`src/rtl/spart_rx_if.sv`:
```
// spart_rx_if -- host-side read interface of the SPART receiver.
//
// Signals:
//   rd_en      host -> receiver  single-cycle read strobe, acknowledges the held byte
//   rx_data    receiver -> host  last received byte
//   rda        receiver -> host  receive data available
//   frame_err  receiver -> host  stop bit of the held byte was sampled low
//   overrun    receiver -> host  a byte completed while rda was already set
//
// Modports:
//   master  the receiver (drives the status/data outputs)
//   slave   the host (drives the read strobe)
interface spart_rx_if;
    logic       rd_en;
    logic [7:0] rx_data;
    logic       rda;
    logic       frame_err;
    logic       overrun;

    modport master (
        input  rd_en,
        output rx_data,
        output rda,
        output frame_err,
        output overrun
    );

    modport slave (
        output rd_en,
        input  rx_data,
        input  rda,
        input  frame_err,
        input  overrun
    );
endinterface

```
`src/rtl/spart_rx.sv`:
```
// spart_rx -- UART-style serial receiver with 16x oversampling.
//
// A programmable tick generator produces sample ticks every divisor+1 clocks;
// one bit time is 16 ticks. The receiver hunts for a start bit, confirms it at
// mid-bit, samples 8 data bits LSB-first at mid-bit, samples the stop bit and
// then delivers the byte with data-available, framing-error and overrun flags.
//
// Ports:
//   clk      sole clock, rising edge
//   rst      asynchronous active-low reset
//   rxd      serial receive line, idle high, asynchronous to clk
//   divisor  sample-tick period minus one, in clk cycles
//   bus      spart_rx_if.master: rd_en in; rx_data, rda, frame_err, overrun out
//
// Parameter:
//   SYNC_STAGES  number of synchronizer flops on rxd (2 or 3)
module spart_rx #(
    parameter int SYNC_STAGES = 2
) (
    input  logic        clk,
    input  logic        rst,
    input  logic        rxd,
    input  logic [15:0] divisor,
    spart_rx_if.master  bus
);

    typedef enum logic [1:0] {
        IDLE,
        START,
        DATA,
        STOP
    } state_t;

    logic [SYNC_STAGES-1:0] sync_q;
    logic                   rxd_s;

    logic [15:0] tick_cnt;
    logic        tick;

    state_t      state, state_next;
    logic [3:0]  sample_cnt, sample_next;
    logic [2:0]  bit_cnt, bit_next;
    logic        armed, armed_next;
    logic [7:0]  shift_q, shift_next;
    logic        complete;

    logic [7:0]  data_q;
    logic        rda_q;
    logic        frame_err_q;
    logic        overrun_q;

    // Synchronizer resets to the idle (high) line level so reset release
    // never looks like a falling start edge.
    always_ff @(posedge clk or negedge rst) begin
        if (!rst) begin
            sync_q <= '1;
        end else begin
            sync_q <= {sync_q[SYNC_STAGES-2:0], rxd};
        end
    end

    assign rxd_s = sync_q[SYNC_STAGES-1];

    // Down counter: the cycle it reads zero is a tick and it reloads, so a new
    // divisor only takes effect at the next reload.
    assign tick = (tick_cnt == 16'd0);

    always_ff @(posedge clk or negedge rst) begin
        if (!rst) begin
            tick_cnt <= 16'd0;
        end else if (tick) begin
            tick_cnt <= divisor;
        end else begin
            tick_cnt <= tick_cnt - 16'd1;
        end
    end

    always_ff @(posedge clk or negedge rst) begin
        if (!rst) begin
            state      <= IDLE;
            sample_cnt <= 4'd0;
            bit_cnt    <= 3'd0;
            armed      <= 1'b0;
            shift_q    <= 8'h00;
        end else begin
            state      <= state_next;
            sample_cnt <= sample_next;
            bit_cnt    <= bit_next;
            armed      <= armed_next;
            shift_q    <= shift_next;
        end
    end

    // Receive sequencing. Nothing moves except on tick cycles. armed must be
    // re-established by an idle-high tick after every frame, so a break (line
    // stuck low) can never be taken as a fresh start bit.
    always_comb begin
        state_next  = state;
        sample_next = sample_cnt;
        bit_next    = bit_cnt;
        armed_next  = armed;
        shift_next  = shift_q;
        complete    = 1'b0;

        if (tick) begin
            case (state)
                IDLE: begin
                    if (rxd_s) begin
                        armed_next = 1'b1;
                    end else if (armed) begin
                        state_next  = START;
                        sample_next = 4'd0;
                        armed_next  = 1'b0;
                    end
                end

                // The 8th tick lands mid start bit; a high line there is a glitch.
                START: begin
                    if (sample_cnt == 4'd7) begin
                        if (!rxd_s) begin
                            state_next  = DATA;
                            sample_next = 4'd0;
                            bit_next    = 3'd0;
                        end else begin
                            state_next = IDLE;
                        end
                    end else begin
                        sample_next = sample_cnt + 4'd1;
                    end
                end

                // Sample counter wraps 15 -> 0, so each bit sample lands 16
                // ticks after the previous mid-bit point.
                DATA: begin
                    sample_next = sample_cnt + 4'd1;
                    if (sample_cnt == 4'd15) begin
                        shift_next = {rxd_s, shift_q[7:1]};
                        bit_next   = bit_cnt + 3'd1;
                        if (bit_cnt == 3'd7) begin
                            state_next = STOP;
                        end
                    end
                end

                STOP: begin
                    sample_next = sample_cnt + 4'd1;
                    if (sample_cnt == 4'd15) begin
                        complete   = 1'b1;
                        state_next = IDLE;
                    end
                end

                default: begin
                    state_next = IDLE;
                end
            endcase
        end
    end

    // Host-visible holding register. A completing byte always wins over a
    // read; a read on the same cycle only suppresses the overrun it would
    // otherwise cause.
    always_ff @(posedge clk or negedge rst) begin
        if (!rst) begin
            data_q      <= 8'h00;
            rda_q       <= 1'b0;
            frame_err_q <= 1'b0;
            overrun_q   <= 1'b0;
        end else if (complete) begin
            data_q      <= shift_q;
            rda_q       <= 1'b1;
            frame_err_q <= ~rxd_s;
            overrun_q   <= bus.rd_en ? 1'b0 : (overrun_q | rda_q);
        end else if (bus.rd_en && rda_q) begin
            rda_q       <= 1'b0;
            frame_err_q <= 1'b0;
            overrun_q   <= 1'b0;
        end
    end

    assign bus.rx_data   = data_q;
    assign bus.rda       = rda_q;
    assign bus.frame_err = frame_err_q;
    assign bus.overrun   = overrun_q;

endmodule

```
`src/flat_wrapper.sv`:
```
// flat-port wrapper written by rule: the top's interface ports become plain ports
module spart_rx_flat 
#(
    parameter int SYNC_STAGES = 2
)
  (clk, rst, rxd, divisor, bus_rd_en, bus_rx_data, bus_rda, bus_frame_err, bus_overrun);
  spart_rx_if bus_i ();
  input  logic clk;
  input  logic rst;
  input  logic rxd;
  input  logic [15:0] divisor;
  input wire logic [$bits(bus_i.rd_en)-1:0] bus_rd_en;
  output wire logic [$bits(bus_i.rx_data)-1:0] bus_rx_data;
  output wire logic [$bits(bus_i.rda)-1:0] bus_rda;
  output wire logic [$bits(bus_i.frame_err)-1:0] bus_frame_err;
  output wire logic [$bits(bus_i.overrun)-1:0] bus_overrun;
  assign bus_i.rd_en = bus_rd_en;
  assign bus_rx_data = bus_i.rx_data;
  assign bus_rda = bus_i.rda;
  assign bus_frame_err = bus_i.frame_err;
  assign bus_overrun = bus_i.overrun;
  spart_rx #(.SYNC_STAGES(SYNC_STAGES)) u_core (.clk(clk), .rst(rst), .rxd(rxd), .divisor(divisor), .bus(bus_i));
endmodule
```
`config.mk`:
```
export PLATFORM = sky130hd
export DESIGN_NAME = spart_rx_flat
export DESIGN_NICKNAME = d
export VERILOG_FILES = /design/src/rtl/spart_rx_if.sv /design/src/rtl/spart_rx.sv /design/src/flat_wrapper.sv
export SDC_FILE = /design/constraint.sdc
export NUM_CORES = 1
export LEC_CHECK = 0
export ABC_AREA = 0
export CORE_ASPECT_RATIO = 1.1
export CORE_MARGIN = 1.5
export CORE_UTILIZATION = 59
export DETAILED_ROUTE_END_ITERATION = 12
export PLACE_DENSITY = 0.84
export SETUP_SLACK_MARGIN = 0.2
export SYNTH_ARGS = -nofsm -noshare
export SYNTH_HDL_FRONTEND = slang
export SYNTH_SLANG_ARGS = --single-unit
export TNS_END_PERCENT = 50
```
`constraint.sdc`:
```
create_clock -name clk -period 6.21 [get_ports clk]
set_input_delay 0.9315 -clock clk [delete_from_list [all_inputs] [get_ports clk]]
set_output_delay 0.9315 -clock clk [all_outputs]
set_load 0.01 [all_outputs]
```
==> reports/qor.txt, run 1 <==
FILL cells -> 296
WS Path Type -> flip-flop to flip-flop
Post-synth EDFFs -> 0
Fraction of registers with async set/reset -> 100.0%
Flop2flop setup slack -> 3.41 ns
Total number of vias -> 1,683
Flops & latches, synth -> 47
Clock sink count -> 47
Syn_nets -> 237
Final Cell Area -> 2843 um^2
Cell depth of the worst hold path -> 0
CTS tree -> done
Diode count -> 0
Clock Latency Late Sink -> 0.31 ns
Crit-path max cell delay -> 0.77 ns
Reg-to-reg critical path endpoint -> u_core.bus.rx_data[4]
Setup Buffers After CTS -> 0
Pwr dens -> 267.7 nW/um^2
Req. time, crit path -> 6.41 ns
Fin crit share -> 45.15%
Met3 wire length -> 93 um
Post-synthesis sequential area ratio -> 48.86%
Critical Path End Type -> flip-flop
Max Freq -> 356.6 MHz
Worst r2r src -> u_core.tick_cnt[2]
Leading area contributor after synthesis -> dfrtp_1
CTS buffer count -> 5
PostCTS Resize Cnt -> 0
Starting Density -> 61.32%
Post-CTS Hold Buffers -> 0
Maxcap violations -> 0
Leakage -> 1.180 nW
Hold Slack -> 0.3616 ns
First-pass DRT Iterations -> 4
First-pass GRT wire length -> 7465 um
Antenna viol nets, final -> 0
Area of the die -> 4482 um^2
Max-slew violations -> 0
Main synth FF type -> dfrtp_1
Synth top area share -> 46.68%
Final Hold Viols -> 0
Post-synthesis cell type count -> 48
Antenna violations before repair -> 0
Relative slew slack -> 33.43%
Most common cell in the netlist -> dfrtp_1
Worst-margin pin slew -> 0.9986 ns
Ports -> 31
Overflow after GRT -> 0
Die Height -> 70.07 um
Peak VDD IR -> 0.1998 mV
Clock skew -> 0.01371 ns
Highest Signal Layer -> met4
Total power -> 0.7610 mW
Crit path max fanout -> 17
Area growth syn-to-layout -> 17.84%
Number of global-route vias before repair -> 1,646
Hold Path Class -> flip-flop to flip-flop
Ys Warns -> 0
Worst-path clk slew -> 0.10 ns
Met2 wire length -> 2093 um
Crit-path cells -> nor4_4 -> nand4_4 -> nor3_2 -> mux2_2
Fin crit period -> 2.804 ns
Final wirelength -> 4237 um
Core Region -> 3934 um^2
Die Span X -> 63.97 um
Max clock buf depth -> 2
CP max stage cell -> nor3_2
Synth top area cells -> dfrtp_1 47%, mux2_2 12%, xnor2_1 4.0%, ha_1 2.6%, dfstp_2 2.2%
Global placement routability congestion -> 0.8139
Port Buffer Count -> 30
Synth cell count leaders -> 45 x dfrtp_1, 26 x mux2_2, 13 x nand2_1, 11 x xnor2_1, 10 x nor3_1
Syn_area_per_cell -> 11.38 um^2
Initial drt markers -> 99
Std cell rows -> 24
Crit path launch type -> flip-flop
Post-DP Area -> 2728 um^2
Reg2Reg Depth -> 4
WHS Endpoint -> u_core.sync_q[1]
Fin nets -> 266
DP HPWL -> 3005 um
Final core utilization -> 72.26%
Met1 WL -> 1953 um
RSZ-0062 raised after global routing -> no
Synthesized cell area -> 2412 um^2
CP Data Arrival Time -> 3.01 ns
Status -> finished clean
Sum Neg Setup Slack -> 0 ns
Worst hold path startpoint -> u_core.sync_q[0]
Count of final setup violators -> 0
Largest net degree at the start of global routing -> 48
Total GRT Usage -> 21.64%
Cell count after synthesis -> 212
Residual DRC -> 0
Share of layout cells above drive strength 1 -> 19.83%
Vias/cell -> 5.724
Clock Tree Root -> clkbuf_8
H-tree lvl count -> 2
WL/cell -> 14.41 um
-- worst max path at each step --
stage | startpoint | endpoint | slack, ns | cells past startpoint
2_1_floorplan | u_core.tick_cnt[0] | u_core.bus.rx_data[0] | 4.16 | 7
3_3_place_gp | u_core.tick_cnt[2] | u_core.bus.rx_data[3] | 3.50 | 4
3_5_place_dp | u_core.tick_cnt[2] | u_core.bus.rx_data[7] | 3.42 | 4
4_1_cts | u_core.tick_cnt[2] | u_core.bus.rx_data[7] | 3.41 | 4
5_1_grt | u_core.tick_cnt[2] | u_core.bus.rx_data[7] | 3.19 | 4
6_report | u_core.tick_cnt[2] | u_core.bus.rx_data[4] | 3.41 | 4
-- cell families (layout without fill, tap and decap cells) --
kind of cell | Yosys count | after routing | synth area share, %
AND/OR/NAND/NOR | 75 | 75 | 19.61
adder cells (fa/ha/maj) | 5 | 5 | 2.593
XOR/XNOR | 13 | 13 | 4.720
multiplexers | 29 | 29 | 13.38
AO/OA/AOI/OAI | 30 | 30 | 8.195
buffers and inverters | 13 | 43 | 2.645
flip-flops | 47 | 47 | 48.86
-- metrics by stage --
stage | worst slack [ns] | cells
final | 3.406 | 294
after global routing | 3.190 | 294
after CTS | 3.409 | 294
after detailed placement | 3.424 | 286
after global placement | 3.505 | 286
after floorplan | 4.162 | 212
-- where the power goes --
group / leakage (nW) / switching (mW) / internal [mW]
logic: 0.517 / 0.0633 / 0.0713
registers: 0.608 / 0.0511 / 0.344
clock network: 0.0548 / 0.110 / 0.121
total: 1.18 / 0.224 / 0.537
-- state kept, by name, summed over array words and instances (netlist names), named ones only --
register / cells
u_core.sync_q: 2
u_core.sample_cnt: 4
u_core.bus.overrun: 1
u_core.shift_q: 8
u_core.armed: 1
u_core.tick_cnt: 16
u_core.bus.rda: 1
u_core.bus.rx_data: 8
u_core.bit_cnt: 3
u_core.state: 1
u_core.bus.frame_err: 1
-- critical path, delay by kind of cell (launching register included) --
family / cells / cell delay (ns)
muxes: 1 / 0.41
and+or+nand+nor: 3 / 1.82
DFF: 1 / 0.46
-- layer usage --
| metal | global-route usage, % | vias up |
|---|---|---|
| li1 | - | 825 |
| met1 | 28.49 | 832 |
| met2 | 33.33 | 18 |
| met3 | 4.670 | 8 |
| met4 | 11.59 | 0 |
| met5 | 0 | - |
-- area by class of cell --
type,instances,area (um^2),share of cell area (%)
Sequential cell,47,1179,41.46
Multi-Input combinational cell,152,1170,41.15
Inverter,5,18.77,0.6602
Clock buffer,5,68.82,2.421
Timing Repair Buffer,30,295.3,10.39
Tap cell,52,65.06,2.289
Clock inverter,3,46.29,1.629
-- cell usage in the layout (no fill, tap or decap), drive strengths merged, types with 6 or more instances in the layout --
master | netlist | layout
a21oi | 9 | 9
clkdlybuf4s50 | 0 | 29
dfrtp | 45 | 45
inv | 5 | 6
mux2 | 26 | 26
nand2 | 14 | 14
nand2b | 8 | 8
nand3 | 7 | 7
nor2 | 7 | 7
nor3 | 15 | 15
xnor2 | 11 | 11
No activity file was read; power rests on OpenSTA's default activity.
==> run 2: changes to the inputs <==
--- a/config.mk
+++ b/config.mk
@@ -8,9 +8,9 @@
 export ABC_AREA = 0
 export CORE_ASPECT_RATIO = 1.1
 export CORE_MARGIN = 1.5
-export CORE_UTILIZATION = 59
+export CORE_UTILIZATION = 49
 export DETAILED_ROUTE_END_ITERATION = 12
-export PLACE_DENSITY = 0.84
+export PLACE_DENSITY = 0.75
 export SETUP_SLACK_MARGIN = 0.2
 export SYNTH_ARGS = -nofsm -noshare
 export SYNTH_HDL_FRONTEND = slang
==> constraint.sdc (replaced) <==
create_clock -name clk -period 2.32 [get_ports clk]
set_input_delay 0.348 -clock clk [delete_from_list [all_inputs] [get_ports clk]]
set_output_delay 0.348 -clock clk [all_outputs]
set_load 0.01 [all_outputs]
==> run 2 against run 1 <==
Final cell count is 4.8% higher. Flip-flop and latch count unchanged. Clock skew fell by 0.0097 ns. Combinational power grew to 2.9 times the previous value. Cell area increased by 3.9%. Clock power increased to 2.6 times the previous value. Sequential power grew to 2.7 times the previous value. Maximum frequency is 40% higher. Via count increased by 2.4%. First-iteration DRC count is 62% higher. Critical path type unchanged. Critical endpoint is now u_core.armed. Largest power group unchanged. Highest routed layer unchanged.
==> reports/qor.txt, run 2 (synthesis gave the netlist of run 1 again) <==
Status -> finished clean
Share of layout cells above drive strength 1 -> 23.41%
Multi-input logic area -> 1187 um^2
Worst-margin pin slew -> 0.5859 ns
Final wirelength -> 4346 um
Clock Latency Late Sink -> 0.30 ns
Sequential cell area -> 1179 um^2
Diode count -> 0
Most flop-heavy register -> u_core.tick_cnt
H-tree lvl count -> 2
Worst-path clk slew -> 0.09 ns
Die Height -> 76.59 um
Pwr dens -> 699.8 nW/um^2
Crit-path max cell delay -> 0.43 ns
Maxcap violations -> 0
FILL cells -> 390
Fin nets -> 276
Critical Path End Type -> flip-flop
Global placement routability congestion -> 0.8158
RSZ-0062 raised after global routing -> no
Clock sink count -> 47
Leakage -> 1.243 nW
Area growth syn-to-layout -> 22.46%
First-pass GRT wire length -> 7534 um
Area of the die -> 5354 um^2
Fin crit period -> 2.006 ns
Residual DRC -> 0
Clock Tree Root -> clkbuf_8
Starting Density -> 51.50%
Sum Neg Setup Slack -> 0 ns
Peak VDD IR -> 0.4780 mV
Port Buffer Count -> 30
Most frequent cells in the layout -> 45 x dfrtp_1, 29 x clkdlybuf4s50_1, 26 x mux2_2
Total GRT Usage -> 17.45%
Clock skew -> 0.003985 ns
Total number of vias -> 1,723
Final Hold Viols -> 0
Largest net degree at the start of global routing -> 48
Crit-path cells -> nor4_4 -> nand4_4 -> buf_4 -> nor3_1 -> mux2_2
First-pass DRT Iterations -> 4
Count of final setup violators -> 0
Die Span X -> 69.90 um
Ports -> 31
WL/cell -> 14.11 um
Relative slew slack -> 60.58%
Core Region -> 4684 um^2
Crit path max fanout -> 11
Crit path launch type -> flip-flop
Most common cell after layout, fill and taps aside -> dfrtp_1
Req. time, crit path -> 2.51 ns
Final core utilization -> 63.06%
Reg2Reg Depth -> 5
Std cell rows -> 26
Max FFs per register -> 16
DP HPWL -> 2919 um
Vias/cell -> 5.594
CTS tree -> done
Fin crit share -> 86.44%
Hold Path Class -> input port to asynchronous set/reset pin
Initial drt markers -> 160
Overflow after GRT -> 0
Max clock buf depth -> 2
CP Data Arrival Time -> 2.20 ns
Post-DP Area -> 2793 um^2
Max-slew violations -> 0
WS Path Type -> flip-flop to flip-flop
CP max stage cell -> dfrtp_1
Antenna viol nets, final -> 0
Antenna violations before repair -> 0
Max Freq -> 498.6 MHz
Final Cell Area -> 2954 um^2
Total power -> 2.067 mW
Number of global-route vias before repair -> 1,690
CTS buffer count -> 5
run 2: cell count changes in the layout (fill, tap and decap cells not counted), sizes merged:
| cell | before | now |
|---|---|---|
| clkinvlp | 1 | 0 |
| clkinv | 0 | 1 |
| buf | 1 | 11 |
run 2: final timing paths:
path | slack, ns | end | from
setup reg to reg | 0.31 | u_core.armed | u_core.tick_cnt[5]
setup / recovery | 0.31 | u_core.armed | u_core.tick_cnt[5]
min in group clk | 0.37 | u_core.sync_q[1] | u_core.sync_q[0]
max in group asynchronous | 1.79 | u_core.shift_q[4] | rst
hold reg to reg | 0.37 | u_core.sync_q[1] | u_core.sync_q[0]
hold / removal | 0.12 | u_core.tick_cnt[2] | rst
run 2: critical path: cells and delay by family (launching register included):
kind | cells | cell delay [ns]
and+or+nand+nor | 3 | 0.87
DFF | 1 | 0.43
muxes | 1 | 0.36
buffers and inverters | 1 | 0.24
run 2: metrics by stage:
stage / instances / setup slack (ns) / hold WS, ns
4_1_cts: 306 / 0.2073 / 0.1412
5_1_grt: 308 / 0.2249 / 0.1861
2_1_floorplan: 212 / 0.2722 / 0.05241
6_report: 308 / 0.3145 / 0.1207
3_5_place_dp: 298 / 0.1792 / 0.3545
3_3_place_gp: 298 / 0.2461 / 0.3464
run 2: repair_timing:
item                                    CTS  global route
cloned                                    0             0
setup buffers                             0             2
hold buffers                              0             0
pin swaps                                 1             2
endpoints found under the setup margin    8            29
resized for setup                         0             3
run 2: routing by layer:
layer	GRT usage [%]	wire, um	up-vias
met1	23.22	2024	832
li1	-	-	849
met5	0	0	-
met3	3.175	164	8
met2	27.71	2060	34
met4	8.077	97	0
run 2: final cells by class:
class	instances	share of cell area, %
Inverter	5	0.6353
Timing Repair Buffer	40	12.96
Clock buffer	5	2.330
Multi-Input combinational cell	152	40.19
Tap cell	56	2.372
Sequential cell	47	39.90
Clock inverter	3	1.609
run 2: power breakdown:
| group | internal [mW] | switching [mW] |
|---|---|---|
| combinational | 0.214 | 0.174 |
| sequential | 0.921 | 0.146 |
| clock | 0.327 | 0.284 |
| total | 1.46 | 0.605 |
==> run 3: changes to the inputs <==
--- a/config.mk
+++ b/config.mk
@@ -7,7 +7,6 @@
 export LEC_CHECK = 0
 export ABC_AREA = 0
 export CORE_ASPECT_RATIO = 1.1
-export CORE_MARGIN = 1.5
 export CORE_UTILIZATION = 49
 export DETAILED_ROUTE_END_ITERATION = 12
 export PLACE_DENSITY = 0.75
==> run 3 against run 2 <==
Final cell count increased by 1.3%. Via count is 0.64% higher. Critical path depth increased by 2. Critical endpoint is now u_core.bus.rx_data[0].
==> reports/qor.txt, run 3 (synthesis gave the netlist of run 1 again) <==
Global placement routability congestion -> 0.8257
WL/cell -> 14.22 um
Fin crit share -> 87.00%
Hold Slack -> 0.007476 ns
First-pass GRT wire length -> 7383 um
Final wirelength -> 4437 um
Hold Path Class -> input port to asynchronous set/reset pin
Largest net degree at the start of global routing -> 48
FILL cells -> 393
Relative slew slack -> 61.62%
Status -> finished clean
Area of the die -> 5208 um^2
Final Cell Area -> 2972 um^2
Ports -> 31
Final Hold Viols -> 0
Pwr dens -> 699.1 nW/um^2
Fin crit period -> 2.018 ns
Maxcap violations -> 0
Clock skew -> 0.003473 ns
Clock sink count -> 47
Worst-margin pin slew -> 0.5704 ns
CTS tree -> done
Worst-path clk slew -> 0.09 ns
Crit path launch type -> flip-flop
Final worst slack -> 0.3016 ns
Antenna violations before repair -> 0
Fin nets -> 280
Die Span X -> 68.90 um
Post-DP Area -> 2813 um^2
CP Data Arrival Time -> 2.21 ns
First-pass DRT Iterations -> 4
Max Freq -> 495.4 MHz
Max-slew violations -> 0
WS Path Type -> flip-flop to flip-flop
CTS buffer count -> 5
Vias/cell -> 5.558
Die Height -> 75.59 um
Peak VDD IR -> 0.4636 mV
Req. time, crit path -> 2.51 ns
Total number of vias -> 1,734
Most flop-heavy register -> u_core.tick_cnt
Final core utilization -> 63.43%
Most common cell after layout, fill and taps aside -> dfrtp_1
Overflow after GRT -> 0
Crit path max fanout -> 11
DP HPWL -> 3126 um
Count of final setup violators -> 0
Initial drt markers -> 101
Residual DRC -> 0
Inst Count DP -> 299
Total power -> 2.077 mW
Met2 Resource Use GR -> 31.07%
Met3 usage -> 2.395%
Most frequent cells in the layout -> 45 x dfrtp_1, 29 x clkdlybuf4s50_1, 26 x mux2_2
RSZ-0062 raised after global routing -> no
Met1 GRT Util -> 25.46%
Antenna viol nets, final -> 0
Number of global-route vias before repair -> 1,681
Port Buffer Count -> 30
Critical Path End Type -> flip-flop
Leakage -> 1.258 nW
Clock Tree Root -> clkbuf_8
Starting Density -> 51.50%
Core Region -> 4684 um^2
Clock Latency Late Sink -> 0.30 ns
Post-CTS Hold Buffers -> 0
Worst Setup SP -> u_core.tick_cnt[1]
Multi-input logic area -> 1175 um^2
Total GRT Usage -> 19.08%
Share of layout cells above drive strength 1 -> 24.61%
Sequential cell area -> 1179 um^2
Worst r2r src -> u_core.tick_cnt[1]
Sum Neg Setup Slack -> 0 ns
Max FFs per register -> 16
Area growth syn-to-layout -> 23.18%
Std cell rows -> 26
Reg2Reg Depth -> 7
Pre-CTS setup slack -> 0.2315 ns
Busiest grt layer -> met2
Diode count -> 0
H-tree lvl count -> 2
Max clock buf depth -> 2
Non-Filler Instances -> 312
[run 3: cell types whose count changed in the layout (fill, tap and decap cells not counted), sizes merged]
| cell | before | now |
|---|---|---|
| buf | 11 | 15 |
[run 3: repair_timing]
| action | 4_1_cts | 5_1_grt |
|---|---|---|
| setup buffers | 0 | 5 |
| gates resized for setup | 0 | 1 |
| endpoints found under the setup margin | 0 | 17 |
[run 3: worst max-delay path: stages (launching register included)]
cell and delay [ns]:
dfrtp_1 0.43, inv_1 0.10, ha_1 0.17, nor3b_2 0.22, nand3_2 0.20, nor3_2 0.21, buf_4 0.22, mux2_2 0.35
[run 3: metal layers]
layer	part of all wire [%]	wire [um]
met1	46	2047
met2	49	2158
met3	3.4	149
met4	1.8	82
met5	0	0
[run 3: where the power goes]
part / internal, mW / switching, mW
Clock: 0.327 / 0.291
Sequential: 0.922 / 0.137
Combinational: 0.225 / 0.176
Total: 1.47 / 0.605
[run 3: final cells by class]
type | instances | area share, %
Clock buffer | 5 | 2.316
Sequential cell | 47 | 39.66
Timing Repair Buffer | 44 | 13.89
Inverter | 5 | 0.6316
Tap cell | 56 | 2.358
Multi-Input combinational cell | 152 | 39.54
Clock inverter | 3 | 1.600
[run 3: path summary, 6_finish.rpt]
path                                          to  slack [ns]
hold / removal                 u_core.bit_cnt[1]       0.007
setup reg to reg           u_core.bus.rx_data[0]        0.30
setup / recovery           u_core.bus.rx_data[0]        0.30
hold reg to reg                 u_core.sync_q[1]        0.36
min in group clk                u_core.sync_q[1]        0.36
max in group asynchronous       u_core.sync_q[0]        2.04
